## config.mk

```make
export PLATFORM = sky130hd
export DESIGN_NAME = acm_uart_bridge
export DESIGN_NICKNAME = d
export VERILOG_FILES = /design/src/rtl/acm_uart_bridge.sv
export SDC_FILE = /design/constraint.sdc
export NUM_CORES = 1
export LEC_CHECK = 0
export CORE_MARGIN = 2
export CORE_UTILIZATION = 45
export CTS_BUF_LIST = sky130_fd_sc_hd__clkbuf_4 sky130_fd_sc_hd__clkbuf_8
export DETAILED_ROUTE_END_ITERATION = 8
export PLACE_DENSITY = 0.64
export SLEW_MARGIN = 20
export SYNTH_ARGS = -nofsm -noshare
export SYNTH_HDL_FRONTEND = slang
export SYNTH_SLANG_ARGS = --single-unit
```

## constraint.sdc

```tcl
create_clock -name clk -period 4.4 [get_ports clk]
set_input_delay 0.88 -clock clk [delete_from_list [all_inputs] [get_ports clk]]
set_output_delay 0.88 -clock clk [all_outputs]
set_load 0.1 [all_outputs]
```

## src/rtl/acm_uart_bridge.sv

```systemverilog
// UART <-> muacm stream bridge: 8N1 transmitter, receiver with byte FIFO,
// and an idle-line flush request generator for partial USB packets.
module acm_uart_bridge #(
    parameter int DIV        = 416,
    parameter int IDLE_FLUSH = 16,
    parameter int FIFO_DEPTH = 4
) (
    input  logic       clk,
    input  logic       rst,
    input  logic       uart_rx,
    output logic       uart_tx,
    output logic [7:0] in_data,
    output logic       in_last,
    output logic       in_valid,
    input  logic       in_ready,
    output logic       in_flush_now,
    output logic       in_flush_time,
    input  logic [7:0] out_data,
    input  logic       out_last,
    input  logic       out_valid,
    output logic       out_ready,
    output logic       rx_overflow,
    output logic       rx_frame_err
);

    localparam int AW = $clog2(FIFO_DEPTH);
    localparam logic [15:0] DIV_M1  = 16'(DIV - 1);
    localparam logic [15:0] HALF_M1 = 16'(DIV / 2 - 1);
    localparam logic [7:0]  IFL_M1  = 8'(IDLE_FLUSH - 1);
    localparam logic [AW:0] CNT_FULL = (AW + 1)'(FIFO_DEPTH);

    typedef enum logic [1:0] {S_IDLE, S_START, S_DATA, S_STOP} state_e;

    // TX state
    state_e      tx_state_q, tx_state_d;
    logic [15:0] tx_cnt_q, tx_cnt_d;
    logic [2:0]  tx_bit_q, tx_bit_d;
    logic [7:0]  tx_shift_q, tx_shift_d;
    logic        tx_q, tx_d;

    // RX state
    logic        rx_s1_q, rx_s2_q, rx_s3_q;
    state_e      rx_state_q, rx_state_d;
    logic [15:0] rx_cnt_q, rx_cnt_d;
    logic [2:0]  rx_bit_q, rx_bit_d;
    logic [7:0]  rx_shift_q, rx_shift_d;
    logic        rx_done, rx_good, rx_fall, rx_start;

    // FIFO state
    logic [7:0]  mem_q [FIFO_DEPTH];
    logic [AW-1:0] wr_ptr_q, wr_ptr_d, rd_ptr_q, rd_ptr_d;
    logic [AW:0] cnt_q, cnt_d;
    logic        push, pop, full;
    logic        ovf_q, ovf_d, ferr_q, ferr_d;

    // Idle flush state
    logic        armed_q, armed_d, expired_q, expired_d;
    logic        flush_q, flush_d;
    logic [15:0] idle_div_q, idle_div_d;
    logic [7:0]  idle_bits_q, idle_bits_d;

    logic unused_out_last;
    assign unused_out_last = out_last;

    assign uart_tx       = tx_q;
    assign out_ready     = (tx_state_q == S_IDLE) && !rst;
    assign in_valid      = (cnt_q != '0);
    assign in_data       = mem_q[rd_ptr_q];
    assign in_last       = 1'b0;
    assign in_flush_time = 1'b1;
    assign in_flush_now  = flush_q;
    assign rx_overflow   = ovf_q;
    assign rx_frame_err  = ferr_q;

    // TX next state: shift out start, 8 data bits LSB first, stop
    always_comb begin
        tx_state_d = tx_state_q;
        tx_cnt_d   = tx_cnt_q;
        tx_bit_d   = tx_bit_q;
        tx_shift_d = tx_shift_q;
        tx_d       = tx_q;
        unique case (tx_state_q)
            S_IDLE: begin
                tx_d = 1'b1;
                if (out_valid) begin
                    tx_shift_d = out_data;
                    tx_d       = 1'b0;
                    tx_cnt_d   = '0;
                    tx_state_d = S_START;
                end
            end
            S_START: begin
                if (tx_cnt_q == DIV_M1) begin
                    tx_cnt_d   = '0;
                    tx_bit_d   = '0;
                    tx_d       = tx_shift_q[0];
                    tx_shift_d = {1'b0, tx_shift_q[7:1]};
                    tx_state_d = S_DATA;
                end else begin
                    tx_cnt_d = tx_cnt_q + 16'd1;
                end
            end
            S_DATA: begin
                if (tx_cnt_q == DIV_M1) begin
                    tx_cnt_d = '0;
                    if (tx_bit_q == 3'd7) begin
                        tx_d       = 1'b1;
                        tx_state_d = S_STOP;
                    end else begin
                        tx_bit_d   = tx_bit_q + 3'd1;
                        tx_d       = tx_shift_q[0];
                        tx_shift_d = {1'b0, tx_shift_q[7:1]};
                    end
                end else begin
                    tx_cnt_d = tx_cnt_q + 16'd1;
                end
            end
            S_STOP: begin
                if (tx_cnt_q == DIV_M1) begin
                    tx_cnt_d   = '0;
                    tx_state_d = S_IDLE;
                end else begin
                    tx_cnt_d = tx_cnt_q + 16'd1;
                end
            end
            default: tx_state_d = S_IDLE;
        endcase
    end

    assign rx_fall  = rx_s3_q & ~rx_s2_q;
    assign rx_start = (rx_state_q == S_IDLE) && rx_fall;

    // RX next state: mid-bit sampling from the detected start edge
    always_comb begin
        rx_state_d = rx_state_q;
        rx_cnt_d   = rx_cnt_q;
        rx_bit_d   = rx_bit_q;
        rx_shift_d = rx_shift_q;
        rx_done    = 1'b0;
        rx_good    = 1'b0;
        unique case (rx_state_q)
            S_IDLE: begin
                if (rx_fall) begin
                    rx_cnt_d   = '0;
                    rx_state_d = S_START;
                end
            end
            S_START: begin
                if (rx_cnt_q == HALF_M1) begin
                    rx_cnt_d   = '0;
                    rx_bit_d   = '0;
                    rx_state_d = rx_s2_q ? S_IDLE : S_DATA;
                end else begin
                    rx_cnt_d = rx_cnt_q + 16'd1;
                end
            end
            S_DATA: begin
                if (rx_cnt_q == DIV_M1) begin
                    rx_cnt_d   = '0;
                    rx_shift_d = {rx_s2_q, rx_shift_q[7:1]};
                    if (rx_bit_q == 3'd7) rx_state_d = S_STOP;
                    else rx_bit_d = rx_bit_q + 3'd1;
                end else begin
                    rx_cnt_d = rx_cnt_q + 16'd1;
                end
            end
            S_STOP: begin
                if (rx_cnt_q == DIV_M1) begin
                    rx_cnt_d   = '0;
                    rx_done    = 1'b1;
                    rx_good    = rx_s2_q;
                    rx_state_d = S_IDLE;
                end else begin
                    rx_cnt_d = rx_cnt_q + 16'd1;
                end
            end
            default: rx_state_d = S_IDLE;
        endcase
    end

    // FIFO control; a pop frees the slot a same-cycle push needs
    always_comb begin
        full     = (cnt_q == CNT_FULL);
        pop      = in_valid && in_ready;
        push     = rx_done && rx_good && (!full || pop);
        ovf_d    = rx_done && rx_good && full && !pop;
        ferr_d   = rx_done && !rx_good;
        wr_ptr_d = push ? wr_ptr_q + AW'(1) : wr_ptr_q;
        rd_ptr_d = pop ? rd_ptr_q + AW'(1) : rd_ptr_q;
        cnt_d    = cnt_q;
        if (push && !pop) cnt_d = cnt_q + (AW + 1)'(1);
        else if (pop && !push) cnt_d = cnt_q - (AW + 1)'(1);
    end

    // Idle timer: arm on push, count bit-times in RX idle, flush when empty
    always_comb begin
        armed_d     = armed_q;
        expired_d   = expired_q;
        idle_div_d  = idle_div_q;
        idle_bits_d = idle_bits_q;
        flush_d     = 1'b0;
        if (push) begin
            armed_d     = 1'b1;
            expired_d   = 1'b0;
            idle_div_d  = '0;
            idle_bits_d = '0;
        end else begin
            if (armed_q && !expired_q) begin
                if (rx_start) begin
                    armed_d = 1'b0;
                end else if (rx_state_q == S_IDLE) begin
                    if (idle_div_q == DIV_M1) begin
                        idle_div_d = '0;
                        if (idle_bits_q == IFL_M1) expired_d = 1'b1;
                        else idle_bits_d = idle_bits_q + 8'd1;
                    end else begin
                        idle_div_d = idle_div_q + 16'd1;
                    end
                end
            end
            if (armed_q && expired_q && cnt_q == '0) begin
                flush_d   = 1'b1;
                armed_d   = 1'b0;
                expired_d = 1'b0;
            end
        end
    end

    // State registers for both paths, FIFO pointers and pulses
    always_ff @(posedge clk or posedge rst) begin
        if (rst) begin
            tx_state_q  <= S_IDLE;
            tx_cnt_q    <= '0;
            tx_bit_q    <= '0;
            tx_shift_q  <= '0;
            tx_q        <= 1'b1;
            rx_s1_q     <= 1'b1;
            rx_s2_q     <= 1'b1;
            rx_s3_q     <= 1'b1;
            rx_state_q  <= S_IDLE;
            rx_cnt_q    <= '0;
            rx_bit_q    <= '0;
            rx_shift_q  <= '0;
            wr_ptr_q    <= '0;
            rd_ptr_q    <= '0;
            cnt_q       <= '0;
            ovf_q       <= 1'b0;
            ferr_q      <= 1'b0;
            armed_q     <= 1'b0;
            expired_q   <= 1'b0;
            flush_q     <= 1'b0;
            idle_div_q  <= '0;
            idle_bits_q <= '0;
        end else begin
            tx_state_q  <= tx_state_d;
            tx_cnt_q    <= tx_cnt_d;
            tx_bit_q    <= tx_bit_d;
            tx_shift_q  <= tx_shift_d;
            tx_q        <= tx_d;
            rx_s1_q     <= uart_rx;
            rx_s2_q     <= rx_s1_q;
            rx_s3_q     <= rx_s2_q;
            rx_state_q  <= rx_state_d;
            rx_cnt_q    <= rx_cnt_d;
            rx_bit_q    <= rx_bit_d;
            rx_shift_q  <= rx_shift_d;
            wr_ptr_q    <= wr_ptr_d;
            rd_ptr_q    <= rd_ptr_d;
            cnt_q       <= cnt_d;
            ovf_q       <= ovf_d;
            ferr_q      <= ferr_d;
            armed_q     <= armed_d;
            expired_q   <= expired_d;
            flush_q     <= flush_d;
            idle_div_q  <= idle_div_d;
            idle_bits_q <= idle_bits_d;
        end
    end

    // FIFO storage; contents are don't-care while the pointers say empty
    always_ff @(posedge clk) begin
        if (push) mem_q[wr_ptr_q] <= rx_shift_q;
    end

endmodule

```

== Yosys cells after proc, flatten, opt, wreduce, memory -nomap -nowiden ==
Memory sizes are Yosys's and may differ from the RTL's.
Index checks and enable logic that the tools add are counted.

* Bits in registers: 98
* Bits in writable memories: 32
* Memories: 1
* Output and inout port bits: 16
* Logic and storage cells: 183
* Bits of input ports: 14

{| class="wikitable"
|+ Memory list
! name !! words !! width !! read ports !! clocked after Yosys merged registers in !! write ports !! line !! text
|-
| mem_q || 4 || 8 || 1 || 0 || 1 || 50 || <nowiki>logic [7:0] mem_q [FIFO_DEPTH];</nowiki>
|}

* Reduce and logical (&&, ||, !) cells: 49
* Add/sub/neg operators: 10
* Mux-type cells: 70
* Bitwise gates (word level): 2
* Equal/unequal tests: 29

{| class="wikitable"
|+ Operator list
! cell !! number
|-
| $mux 16 || 10
|-
| $mux 8 || 10
|-
| $add 16x1->16 const B || 3
|-
| $eq 16x9->1 const B || 3
|-
| $pmux 16 s3 || 1
|-
| $pmux 16 s2 || 1
|-
| $ne 2x2->1 const B || 13
|-
| $reduce_and 5->1 || 5
|-
| $mux 3 || 8
|-
| $pmux 8 s3 || 1
|-
| $mux 1 || 23
|-
| $mux 2 || 11
|-
| $reduce_bool 3->1 || 7
|-
| $eq 16x8->1 const B || 1
|-
| $pmux 2 s4 || 2
|-
| $logic_and 1x1->1 || 13
|-
| $pmux 3 s2 || 2
|-
| $reduce_bool 2->1 || 6
|-
| $add 3x1->3 const B || 3
|-
| $eq 3x3->1 const B || 3
|-
| $add 8x1->8 const B || 1
|-
| $eq 2x2->1 const B || 4
|-
| $eq 8x4->1 const B || 1
|-
| $reduce_and 4->1 || 2
|-
| 16 further kinds || 26
|}

== Logic depth before layout (Yosys ltp) ==
* Depth after elaboration: 9
* Gate-level depth with buffers: 12
* Mapped depth without buffers: 10

== Worst setup path before layout ==
OpenSTA, ideal clock, no wires.

* Path kind: reg2out
* Start: reg tx_state_q[0]
* End: out out_ready
* Path buffers: 1
* Data required time: 3520 ps
* Arrival: 2251 ps
* Setup slack: 1269 ps
* Cell stages (with the launch flop): 6
* Path through: dfrtp_1 > inv_1 > ha_1 > clkbuf_1 > inv_1 > nor2_1

* Longest elaborated chain between the ends: 2

{| class="wikitable"
|+ RTL lines
! what !! line !! text
|-
| start, declared || 35 || <nowiki>state_e tx_state_q, tx_state_d;</nowiki>
|-
| start signal, assigned || 255 || <nowiki>tx_state_q <= tx_state_d;</nowiki>
|-
| $logic_not 2->1 || 66 || <nowiki>assign out_ready = (tx_state_q == S_IDLE) && !rst;</nowiki>
|-
| $logic_and 1x1->1 || 66 ||
|-
| end, declared || 21 || <nowiki>output logic out_ready,</nowiki>
|}

No other way between the ends.

== Final worst setup path ==
* Start: reg rd_ptr_q[0]
* End: out in_data[7]

* Longest elaborated chain between the ends: 1

{| class="wikitable"
|+ RTL lines
! what !! line !! text
|-
| start, declared || 51 || <nowiki>logic [AW-1:0] wr_ptr_q, wr_ptr_d, rd_ptr_q, rd_ptr_d;</nowiki>
|-
| start signal, assigned || 268 || <nowiki>rd_ptr_q <= rd_ptr_d;</nowiki>
|-
| $mem_v2 4x8 || -- ||
|-
| end, declared || 12 || <nowiki>output logic [7:0] in_data,</nowiki>
|}

No other way between the ends.

==> impl_results.md <==
- Status: completed
- Initial DRT Pass Iterations: 5
- Pwr/cell area: 471 nW/µm²
- Final net count: 625
- Clock transition at the registers of the reported paths: 0.07 ns
- Post-synth top flop: dfrtp_1
- Synth Cell Area: 6330 µm²
- Cell count after synthesis: 565
- Worst slew margin: 34.9%
- P_int: 2.40 mW
- R2R cell count: 9
- Largest family of logic cells by synthesized area: simple AND/OR/NAND/NOR gates
- Sequential share of power: 43.3%
- Clock root cell: clkbuf_8
- First-pass GRT wire length: 19.9 mm
- CTS max path bufs: 2
- Residual DRC: 0
- ANT cells: 0
- CP Capture Type: output port
- Vert. Die Dim: 123 µm
- VDD IR-drop max: 0.328 mV
- P&R area growth vs syn: 13.9%
- Placed cells: 753
- Cell count of the worst hold path: 0
- Max-cap check violation count: 0
- Flops & latches, synth: 130
- Proportion of synthesized area in mux cells: 8.75%
- Non-filler cells, final: 785
- Clock share of power: 34.2%
- TritonCTS clock tree: built
- Drt total wl: 11.6 mm
- Vias per Instance: 5.55
- Fin. Hold Viols: 0
- R2r startpoint: rx_cnt_q[9]
- Final-report setup violation count: 0
- Design Area, Final: 7210 µm²
- CP Launch Type: flop
- Starting Density: 45.8%
- Vias: 4360
- Core area: 13800 µm²
- Compound-Gate Fraction of Synth Area: 9.17%
- Largest fanout on the critical path: 10
- Placed Area: 6760 µm²
- CP arrival: 2.72 ns
- Final HPWL DP: 7.84 mm
- Synth warn: 0
- H-Tree Depth: 4
- Synth Area in Adders: 3.87%
- Hold-fix buffers, CTS: 0
- Top cells by area, synth: dfrtp_1, edfxtp_1, mux2_2, ha_1, mux4_2
- Post-CTS sizing: 0
- Hold_sp: rx_s1_q
- Overall Power: 3.40 mW
- Simple-gate share of the synthesized area: 17.8%
- Post-route ant nets: 0
- Initial antenna violation count: 0
- Count of cell types in the netlist: 57
- Clock Sinks: 130
- Post-synth EDFFs: 32
- I/O Pins: 30
- Setup Skew: 0.00862 ns
- Reg2reg setup slack: 1.42 ns
- Layout Utilization: 52.2%
- Post-synth top area share: 37.1%
- Period utilisation layout: 81.9%
- Combinational fraction of design power: 22.5%
- Buffers on Ports: 26
- P_sw: 1.00 mW
- Final min period: 3.60 ns
- Switch share: 29.5%
- DIE WIDTH: 123 µm
- Hold Crit Class: reg2reg
- Synth area leader: dfrtp_1
- Leak: 3.07 nW
- Largest net degree at the start of global routing: 45
- Vias in the first global route: 4190
- Most frequent cells in the layout: dfrtp_1, nor2_1, nand2_1
- Synth Net Count: 598
- Max-slew violation count: 0
- Row cnt: 43
- Initial DRC count: 321
- Setup bufs post-CTS: 0
- Setup TNS: 0 ns
- Worst-Skew Late Latency: 0.43 ns
- Fmax: 278 MHz
- Syn avg cell area: 11.2 µm²
- CP Data Required Time: 3.52 ns
- Commonest non-fill, non-tap cell in the layout: dfrtp_1
- Crit. Startpoint: rd_ptr_q[0]
- Share of post-route cells with drive strength above 1: 14.4%
- All-Layer GR Usage: 16.9%
- WL/cell: 14.7 µm
- Worst Max-Slew Pin Slew: 0.974 ns
- Setup CP Type: reg2out
- Register area share after synthesis: 54.0%
- Fraction of registers with async set/reset: 75.4%
- GR Overflow Total: 0
- GPL Wtd Cong: 0.810
- CTS buffer count: 17
- Die area: 15000 µm²
- RSZ-0062 raised after global routing: no
- XOR/XNOR Fraction of Synth Area: 3.73%
## critical path, cell delays in order, from the launching register on
cell             delay, ns
dfrtp_1               0.72
mux4_2                0.58
clkdlybuf4s50_1       0.99
## power by group through the flow
stage / clock network (mW) / registers [mW] / logic [mW]
finish: 1.16 / 1.47 / 0.766
CTS: 1.19 / 1.47 / 0.773
global placement: 0 / 1.49 / 0.748
detailed placement: 0 / 1.49 / 0.768
global route: 1.25 / 1.49 / 0.849
floorplan: 0 / 1.49 / 0.606
## metal layers
layer | vias up | GRT usage, % | part of all wire, %
met4 | 0 | 6.47 | 1.0
met2 | 77 | 26.6 | 48
met3 | 9 | 4.60 | 3.4
met5 | - | 0 | 0
li1 | 2143 | - | -
met1 | 2131 | 22.4 | 47
## final timing paths
path / endpoint
max: in_data[7]
min: rx_s2_q
max in group asynchronous: idle_div_q[8]
min in group asynchronous: tx_cnt_q[11]
min reg2reg: rx_s2_q
max reg2reg: cnt_q[2]
## cells by family (layout without fill, tap and decap cells)
family / Yosys count / count (layout)
buffers and inverters: 41 / 81
multiplexers: 42 / 42
adder cells (fa/ha/maj): 19 / 19
flip-flops: 130 / 130
other: 2 / 2
XOR/XNOR: 27 / 27
AO/OA/AOI/OAI: 93 / 93
AND/OR/NAND/NOR: 211 / 211
## through the flow
stage / setup slack [ns] / hold slack, ns
floorplan: 0.965 / 0.345
global route: 0.609 / 0.387
finish: 0.797 / 0.368
global placement: 1.21 / 0.360
CTS: 0.695 / 0.373
detailed placement: 1.19 / 0.359
## cell type report
class	instances	area, µm²
fillers	1180	6610
flip-flops and latches	130	3420
multi-input cells	394	2750
repair buffers	31	295
clock buffers	19	249
well taps	180	225
clock inverters	13	208
inverters	18	70.1
## synth_stat cells, drive strengths merged (2+ instances only)
library cell / instances
edfxtp: 32
dfrtp: 94
nor2b: 3
o22ai: 2
nor4: 15
ha: 18
mux2: 27
or4: 8
or3: 2
dfstp: 4
nand2: 45
a21oi: 19
nand3: 24
mux2i: 7
nand4b: 3
buf: 7
xnor2: 15
nand2b: 4
nor2: 46
xor2: 12
nor3: 19
nand4: 15
conb: 2
a41oi: 2
a22o: 12
and3: 7
and2: 5
and4: 6
a31oi: 15
mux4: 8
o21ai: 32
inv: 18
nor4bb: 2
o31ai: 2
clkbuf: 16
and4b: 2
a21o: 2
## sequential cells by signal, summed over array words and instances (netlist names), 8 cells and up, named ones only
register,flops
mem_q,32
idle_div_q,16
rx_cnt_q,16
tx_cnt_q,16
idle_bits_q,8
rx_shift_q,8
tx_shift_q,8
No activity file was read; power rests on OpenSTA's default activity.
